## config.mk

```make
export PLATFORM = sky130hd
export DESIGN_NAME = pix_scan_ctrl
export DESIGN_NICKNAME = d
export VERILOG_FILES = /design/src/rtl/pix_scan_ctrl_pkg.sv /design/src/rtl/pix_scan_ctrl_scan_addr_cnt.sv /design/src/rtl/pix_scan_ctrl.sv
export SDC_FILE = /design/constraint.sdc
export NUM_CORES = 1
export LEC_CHECK = 0
export BUFFER_PORTS_ARGS = -buffer_cell sky130_fd_sc_hd__buf_2
export CAP_MARGIN = 15
export CORE_MARGIN = 5
export CORE_UTILIZATION = 40
export DETAILED_ROUTE_END_ITERATION = 12
export GPL_ROUTABILITY_DRIVEN = 0
export HOLD_SLACK_MARGIN = 0.15
export PLACE_DENSITY = 0.59
export SYNTH_ARGS = -nofsm -noshare
export SYNTH_HDL_FRONTEND = slang
export SYNTH_SLANG_ARGS = --single-unit
```

## constraint.sdc

```tcl
create_clock -name BUS_CLK -period 7.6 [get_ports BUS_CLK]
set_input_delay 1.14 -clock BUS_CLK [delete_from_list [all_inputs] [get_ports BUS_CLK]]
set_output_delay 1.14 -clock BUS_CLK [all_outputs]
set_load 0.02 [all_outputs]
```

## src/rtl/pix_scan_ctrl_pkg.sv

```systemverilog
// Shared definitions for the LF_SFF pixel scan sequencer.
// Holds the FSM state encoding, the default widths and a small helper
// used to decide whether a finished frame ends the scan.
package pix_scan_ctrl_pkg;

  localparam int N_CH_DEF      = 4;
  localparam int ROW_BITS_DEF  = 6;
  localparam int COL_BITS_DEF  = 6;
  localparam int WAIT_BITS_DEF = 16;
  localparam int TO_BITS_DEF   = 20;

  typedef enum logic [2:0] {
    ST_IDLE     = 3'd0,
    ST_RST_CNT  = 3'd1,
    ST_SETTLE   = 3'd2,
    ST_SEQ      = 3'd3,
    ST_SYNC     = 3'd4,
    ST_NEXT     = 3'd5,
    ST_THROTTLE = 3'd6,
    ST_FINISH   = 3'd7
  } scan_state_t;

  // A repeat count of zero means "run until aborted", so it never ends the scan.
  function automatic logic last_frame(input logic [15:0] frames_done,
                                      input logic [7:0]  repeat_n);
    return (repeat_n != 8'd0) && (frames_done == {8'd0, repeat_n});
  endfunction

endpackage

```

## src/rtl/pix_scan_ctrl_scan_addr_cnt.sv

```systemverilog
// scan_addr_cnt: row/column address counter for the pixel scan.
// Ports:
//   i_clk, i_rst        clock, asynchronous active-high reset
//   i_clr               force row and column to zero
//   i_step              advance one pixel (column first, then row, wrapping)
//   i_cfg_rows/cols     last row / last column index of the frame
//   o_row, o_col        current pixel address
//   o_last_col/row      current address sits on the last column / row
module scan_addr_cnt #(
  parameter int ROW_BITS = 6,
  parameter int COL_BITS = 6
) (
  input  logic                i_clk,
  input  logic                i_rst,
  input  logic                i_clr,
  input  logic                i_step,
  input  logic [ROW_BITS-1:0] i_cfg_rows,
  input  logic [COL_BITS-1:0] i_cfg_cols,
  output logic [ROW_BITS-1:0] o_row,
  output logic [COL_BITS-1:0] o_col,
  output logic                o_last_col,
  output logic                o_last_row
);

  logic [ROW_BITS-1:0] r_row;
  logic [COL_BITS-1:0] r_col;
  logic                w_last_col;
  logic                w_last_row;

  // >= rather than == so an out-of-range address can never run away.
  assign w_last_col = (r_col >= i_cfg_cols);
  assign w_last_row = (r_row >= i_cfg_rows);

  always_ff @(posedge i_clk or posedge i_rst) begin
    if (i_rst) begin
      r_row <= '0;
      r_col <= '0;
    end else if (i_clr) begin
      r_row <= '0;
      r_col <= '0;
    end else if (i_step) begin
      if (!w_last_col) begin
        r_col <= r_col + COL_BITS'(1);
      end else begin
        r_col <= '0;
        if (!w_last_row) r_row <= r_row + ROW_BITS'(1);
        else             r_row <= '0;
      end
    end
  end

  assign o_row      = r_row;
  assign o_col      = r_col;
  assign o_last_col = w_last_col;
  assign o_last_row = w_last_row;

endmodule

```

## src/rtl/pix_scan_ctrl.sv

```systemverilog
// pix_scan_ctrl: scan sequencer for the LF_SFF pixel readout.
// Walks row/col through a frame; per pixel it settles, fires seq_gen, waits
// for its done and then pulses ADC_SYNC. Back-pressure from the output FIFO
// holds the scan before seq_gen is started.
// Ports (all on BUS_CLK, BUS_RST asynchronous active-high):
//   START/ABORT              scan control pulses
//   CONF_*                   configuration, shadowed when the scan starts
//   SEQ_DONE, FIFO_NEAR_FULL seq_gen handshake and downstream back-pressure
//   SEQ_START, ADC_SYNC,
//   RESET_ROW/COL_CNT        registered one-cycle strobes
//   ROW, COL, FRAME_CNT      scan position and completed frame count
//   BUSY, DONE, ERROR        status (DONE/ERROR sticky until next START)
module pix_scan_ctrl
  import pix_scan_ctrl_pkg::*;
#(
  parameter int N_CH      = N_CH_DEF,
  parameter int ROW_BITS  = ROW_BITS_DEF,
  parameter int COL_BITS  = COL_BITS_DEF,
  parameter int WAIT_BITS = WAIT_BITS_DEF,
  parameter int TO_BITS   = TO_BITS_DEF
) (
  input  logic                 BUS_CLK,
  input  logic                 BUS_RST,
  input  logic                 START,
  input  logic                 ABORT,
  input  logic [ROW_BITS-1:0]  CONF_ROWS,
  input  logic [COL_BITS-1:0]  CONF_COLS,
  input  logic [7:0]           CONF_REPEAT,
  input  logic [WAIT_BITS-1:0] CONF_WAIT,
  input  logic [N_CH-1:0]      CONF_CH_EN,
  input  logic                 SEQ_DONE,
  input  logic                 FIFO_NEAR_FULL,
  output logic                 SEQ_START,
  output logic [N_CH-1:0]      ADC_SYNC,
  output logic                 RESET_ROW_CNT,
  output logic                 RESET_COL_CNT,
  output logic [ROW_BITS-1:0]  ROW,
  output logic [COL_BITS-1:0]  COL,
  output logic [15:0]          FRAME_CNT,
  output logic                 BUSY,
  output logic                 DONE,
  output logic                 ERROR
);

  // The timeout fires on the edge that takes the counter to all-ones.
  localparam logic [TO_BITS-1:0] TO_LAST = {{(TO_BITS-1){1'b1}}, 1'b0};

  scan_state_t r_state, w_next;

  logic [ROW_BITS-1:0]  r_rows;
  logic [COL_BITS-1:0]  r_cols;
  logic [7:0]           r_repeat;
  logic [WAIT_BITS-1:0] r_wait;
  logic [N_CH-1:0]      r_ch_en;

  logic [WAIT_BITS-1:0] r_wait_cnt;
  logic [TO_BITS-1:0]   r_to_cnt;
  logic [15:0]          r_frame_cnt;

  logic                 r_seq_start;
  logic [N_CH-1:0]      r_adc_sync;
  logic                 r_rst_cnt;
  logic                 r_busy;
  logic                 r_done;
  logic                 r_error;

  logic                 w_load_cfg;
  logic                 w_step;
  logic                 w_frame_inc;
  logic                 w_set_done;
  logic                 w_set_error;
  logic                 w_enter_settle;
  logic                 w_enter_seq;

  logic [ROW_BITS-1:0]  w_row;
  logic [COL_BITS-1:0]  w_col;
  logic                 w_last_col;
  logic                 w_last_row;

  scan_addr_cnt #(
    .ROW_BITS (ROW_BITS),
    .COL_BITS (COL_BITS)
  ) u_addr (
    .i_clk      (BUS_CLK),
    .i_rst      (BUS_RST),
    .i_clr      (w_load_cfg),
    .i_step     (w_step),
    .i_cfg_rows (r_rows),
    .i_cfg_cols (r_cols),
    .o_row      (w_row),
    .o_col      (w_col),
    .o_last_col (w_last_col),
    .o_last_row (w_last_row)
  );

  always_ff @(posedge BUS_CLK or posedge BUS_RST) begin
    if (BUS_RST) r_state <= ST_IDLE;
    else         r_state <= w_next;
  end

  always_comb begin
    w_next      = r_state;
    w_load_cfg  = 1'b0;
    w_step      = 1'b0;
    w_frame_inc = 1'b0;
    w_set_done  = 1'b0;
    w_set_error = 1'b0;
    case (r_state)
      ST_IDLE: begin
        if (START) begin
          w_load_cfg = 1'b1;
          w_next     = ST_RST_CNT;
        end
      end
      ST_RST_CNT:  w_next = ST_SETTLE;
      ST_SETTLE: begin
        if (r_wait_cnt == '0) w_next = FIFO_NEAR_FULL ? ST_THROTTLE : ST_SEQ;
      end
      ST_THROTTLE: begin
        if (!FIFO_NEAR_FULL) w_next = ST_SEQ;
      end
      ST_SEQ: begin
        if (SEQ_DONE) begin
          w_next = ST_SYNC;
        end else if (r_to_cnt == TO_LAST) begin
          w_set_error = 1'b1;
          w_next      = ST_IDLE;
        end
      end
      ST_SYNC:     w_next = ST_NEXT;
      ST_NEXT: begin
        w_step = 1'b1;
        if (w_last_col && w_last_row) begin
          w_frame_inc = 1'b1;
          w_next = last_frame(r_frame_cnt + 16'd1, r_repeat) ? ST_FINISH : ST_RST_CNT;
        end else begin
          w_next = ST_SETTLE;
        end
      end
      ST_FINISH: begin
        w_set_done = 1'b1;
        w_next     = ST_IDLE;
      end
      default:     w_next = ST_IDLE;
    endcase
    // Abort wins over everything else and suppresses all side effects.
    if (ABORT && (r_state != ST_IDLE)) begin
      w_next      = ST_IDLE;
      w_step      = 1'b0;
      w_frame_inc = 1'b0;
      w_set_done  = 1'b0;
      w_set_error = 1'b0;
    end
    w_enter_settle = (w_next == ST_SETTLE) && (r_state != ST_SETTLE);
    w_enter_seq    = (w_next == ST_SEQ)    && (r_state != ST_SEQ);
  end

  always_ff @(posedge BUS_CLK or posedge BUS_RST) begin
    if (BUS_RST) begin
      r_rows      <= '0;
      r_cols      <= '0;
      r_repeat    <= '0;
      r_wait      <= '0;
      r_ch_en     <= '0;
      r_wait_cnt  <= '0;
      r_to_cnt    <= '0;
      r_frame_cnt <= '0;
      r_seq_start <= 1'b0;
      r_adc_sync  <= '0;
      r_rst_cnt   <= 1'b0;
      r_busy      <= 1'b0;
      r_done      <= 1'b0;
      r_error     <= 1'b0;
    end else begin
      if (w_load_cfg) begin
        r_rows   <= CONF_ROWS;
        r_cols   <= CONF_COLS;
        r_repeat <= CONF_REPEAT;
        r_wait   <= CONF_WAIT;
        r_ch_en  <= CONF_CH_EN;
      end

      if (w_enter_settle)                               r_wait_cnt <= r_wait;
      else if ((r_state == ST_SETTLE) && (r_wait_cnt != '0)) r_wait_cnt <= r_wait_cnt - WAIT_BITS'(1);

      if (w_enter_seq)               r_to_cnt <= '0;
      else if (r_state == ST_SEQ)    r_to_cnt <= r_to_cnt + TO_BITS'(1);

      if (w_load_cfg)       r_frame_cnt <= '0;
      else if (w_frame_inc) r_frame_cnt <= r_frame_cnt + 16'd1;

      if (w_load_cfg)      r_done <= 1'b0;
      else if (w_set_done) r_done <= 1'b1;

      if (w_load_cfg)       r_error <= 1'b0;
      else if (w_set_error) r_error <= 1'b1;

      // Strobes are registered from the next state so each is a clean
      // single-cycle pulse aligned with the state it belongs to.
      r_seq_start <= w_enter_seq;
      r_adc_sync  <= (w_next == ST_SYNC) ? r_ch_en : '0;
      r_rst_cnt   <= (w_next == ST_RST_CNT);
      r_busy      <= (w_next != ST_IDLE);
    end
  end

  assign SEQ_START     = r_seq_start;
  assign ADC_SYNC      = r_adc_sync;
  assign RESET_ROW_CNT = r_rst_cnt;
  assign RESET_COL_CNT = r_rst_cnt;
  assign ROW           = w_row;
  assign COL           = w_col;
  assign FRAME_CNT     = r_frame_cnt;
  assign BUSY          = r_busy;
  assign DONE          = r_done;
  assign ERROR         = r_error;

endmodule

```

==> metrics.yaml <==
layout:
  final_cells: 1021
  syn_to_final_growth_pct: 19.0
  finalInstanceArea_mm2: 0.00768
  nets: 857
  final_util: 0.483
  antennaDiodeCount: 0
  fillers: 1560
  drive_gt1_frac: 0.181
timing:
  setup_ws_ns: 4.07
  tightest_slew_ns: 0.991
  finalCriticalPeriod_ns: 3.53
  whs_ns: 0.477
  hold_viol_final: 0
  max_clock_freq_mhz: 283
  slew_headroom: 0.339
  rsz0062_at_grt: "no"
  finClkSkew_ns: 0.0110
  slew_viol_final: 0
  setup_viol_count_final: 0
  tns_ns: 0
  min_period_over_period: 0.465
placed_design:
  dp.cells: 987
  placed_cell_area_mm2: 0.00699
  hpwl_um: 10900
  port_buffers: 83
  dp_slack_ns: 3.52
worst_setup_path:
  crit_chain: "nor3_1 -> and2_2 -> buf_4 -> a311oi_2 -> nor2_1 -> nand2_1 -> o41ai_1"
  crit_path_top_delay_cell: "and2_2"
  crit_path_start_kind: "flop"
  critPathKind: "reg2reg"
  required_ns: 7.90
  arrival_ns: 3.84
  max_stage_delay_ns: 0.54
  r2r_cells: 7
  critPathMaxFanout: 41
  crit_path_end_kind: "flop"
global_routing:
  globalRoute.busiestLayer: "met2"
  track_usage: 0.179
  grt_overflow: 0
  grt_max_degree: 85
  grt_use_met1: 0.248
  grt_pass1_wl_um: 27000
  grtUsageMet3: 0.0445
  grt_antenna_before_repair: 0
  grt_pass1_vias: 5403
  grt_use_met2: 0.277
synth:
  yosys_most_used_dff: "dfrtp_1"
  ys_top_cells_by_area: "dfrtp_1 (45%), nand2_1 (8.3%), o21ai_0 (4.3%), ha_1 (3.7%), xnor2_1 (3.1%)"
  synthesis.nets: 788
  netlist_instances: 723
  synth_seq_cells: 116
  ys_seq_area_frac: 0.450
  synth_async_sr_flop_share: 1.00
  avgSynthCellArea_um2: 8.93
  synth_cell_types: 77
  yosys.area.top_type: "dfrtp_1"
  synth_top_area_frac: 0.450
  syn-cell-area_mm2: 0.00645
  synth_edf_count: 0
  ys_warn_count: 0
power_and_ir_drop:
  p_leak_nw: 3.46
  finalPower_mw: 3.03
  ir_drop_v: 0.000188
  power_density_mw_per_mm2: 395
cts:
  cts_max_level: 4
  cts_tree: "done"
  cts_hold_buf: 0
  clk_path_buf_depth: 2
  clkTransAtPathRegs_ns: 0.05
  postCtsSetupRepairBufs: 0
  clk_latency_ns: 0.42
  ctsRootBufferMaster: "clkbuf_16"
  cts_sinks: 116
  cts_resized: 0
  cts_buffers: 17
drt:
  ant_nets: 0
  wire_per_inst_um: 15.6
  drc: 0
  dr.pass1.iters: 5
  drt_iter0_drc: 484
  avgViaCountPerCell: 5.35
  vias: 5467
  wl_um: 15900
die:
  initial_core_util: 0.406
  die_h_um: 137
  dieArea_mm2: 0.0188
  core_area_mm2: 0.0159
  die_x_um: 137
  ioPinCount: 84
  num_rows: 46
flow_run:
  drv_cap: 0
outcome:
  status: "finished, final reports clean"
hold_path:
  min_path_type: "reg2reg"
  hold_depth: 2
worst max-delay path: cells and delay by family (launching register included):
family                 cells  cell delay, ns
AO/OA/AOI/OAI              2            0.69
buffers and inverters      1            0.49
AND/OR/NAND/NOR            4            1.72
flip-flops                 1            0.52
power by group:
group / switching [mW] / internal [mW]
Sequential: 0.254 / 0.859
Clock: 0.284 / 0.591
Combinational: 0.637 / 0.404
Total: 1.17 / 1.85
state kept, by name, indices dropped and copies added, names as in the netlist, 3 cells and up:
register      count
r_to_cnt         20
u_addr.o_col      6
u_addr.o_row      6
FRAME_CNT        16
r_ch_en           4
ADC_SYNC          4
r_wait           16
r_wait_cnt       16
r_repeat          8
r_rows            6
r_state           3
r_cols            6
metal layers:
| layer | vias to the layer above | part of all wire |
|---|---|---|
| met4 | 0 | 0.017 |
| met3 | 29 | 0.058 |
| met1 | 2582 | 0.47 |
| met5 | - | 0 |
| li1 | 2686 | - |
| met2 | 170 | 0.46 |
cell families (layout without fill, tap and decap cells):
group / Yosys count / after routing / synth area share
compound gates: 158 / 158 / 0.159
xor+xnor: 34 / 34 / 0.0485
fa+ha+maj: 19 / 19 / 0.0368
buf+inv: 64 / 146 / 0.0461
flops: 116 / 116 / 0.450
mux: 4 / 4 / 0.00659
simple gates: 328 / 328 / 0.254
layout make-up:
cell class / count / area, um2 / share of cell area
clock buffer: 24 / 502 / 0.0653
clock inverter: 8 / 145 / 0.0189
inverter: 26 / 100 / 0.0130
multi-input combinational: 543 / 3280 / 0.427
sequential: 116 / 2900 / 0.378
tap: 216 / 270 / 0.0352
timing repair buffer: 88 / 480 / 0.0626
cell usage in the layout (no fill, tap or decap), types with 15 or more instances in the layout:
cell type and count:
dfrtp_1 116, nand2_1 142, nand4_1 15, a31oi_1 16
a21oi_1 35, buf_2 83, xnor2_1 23, nor2_1 52
o21ai_0 56, nand3_1 25, clkbuf_16 17, inv_1 25
ha_1 19
final timing paths:
kind                                             start                        end  slack [ns]
max in group asynchronous                      BUS_RST     r_wait[15]$_DFFE_PP0P_        5.79
worst min-delay path            r_ch_en[0]$_DFFE_PP0P_     r_ch_en[0]$_DFFE_PP0P_        0.48
worst max register to register    r_state[1]$_DFF_PP0_  FRAME_CNT[14]$_DFFE_PP0P_        4.07
min in group asynchronous                      BUS_RST    r_repeat[6]$_DFFE_PP0P_        0.73
worst min register to register  r_ch_en[0]$_DFFE_PP0P_     r_ch_en[0]$_DFFE_PP0P_        0.48
worst max-delay path              r_state[1]$_DFF_PP0_  FRAME_CNT[14]$_DFFE_PP0P_        4.07
cells in the mapped netlist (11+ instances only):
cell and number:
and2_1 11, nand3_1 25, nor3_1 13, nand2_1 142
a21oi_1 35, dfrtp_1 116, o21ai_0 56, inv_1 26
ha_1 19, xnor2_1 23, nor2_1 52, a31oi_1 16
nand4_1 15, clkbuf_1 19
No activity file was read; power rests on OpenSTA's default activity.
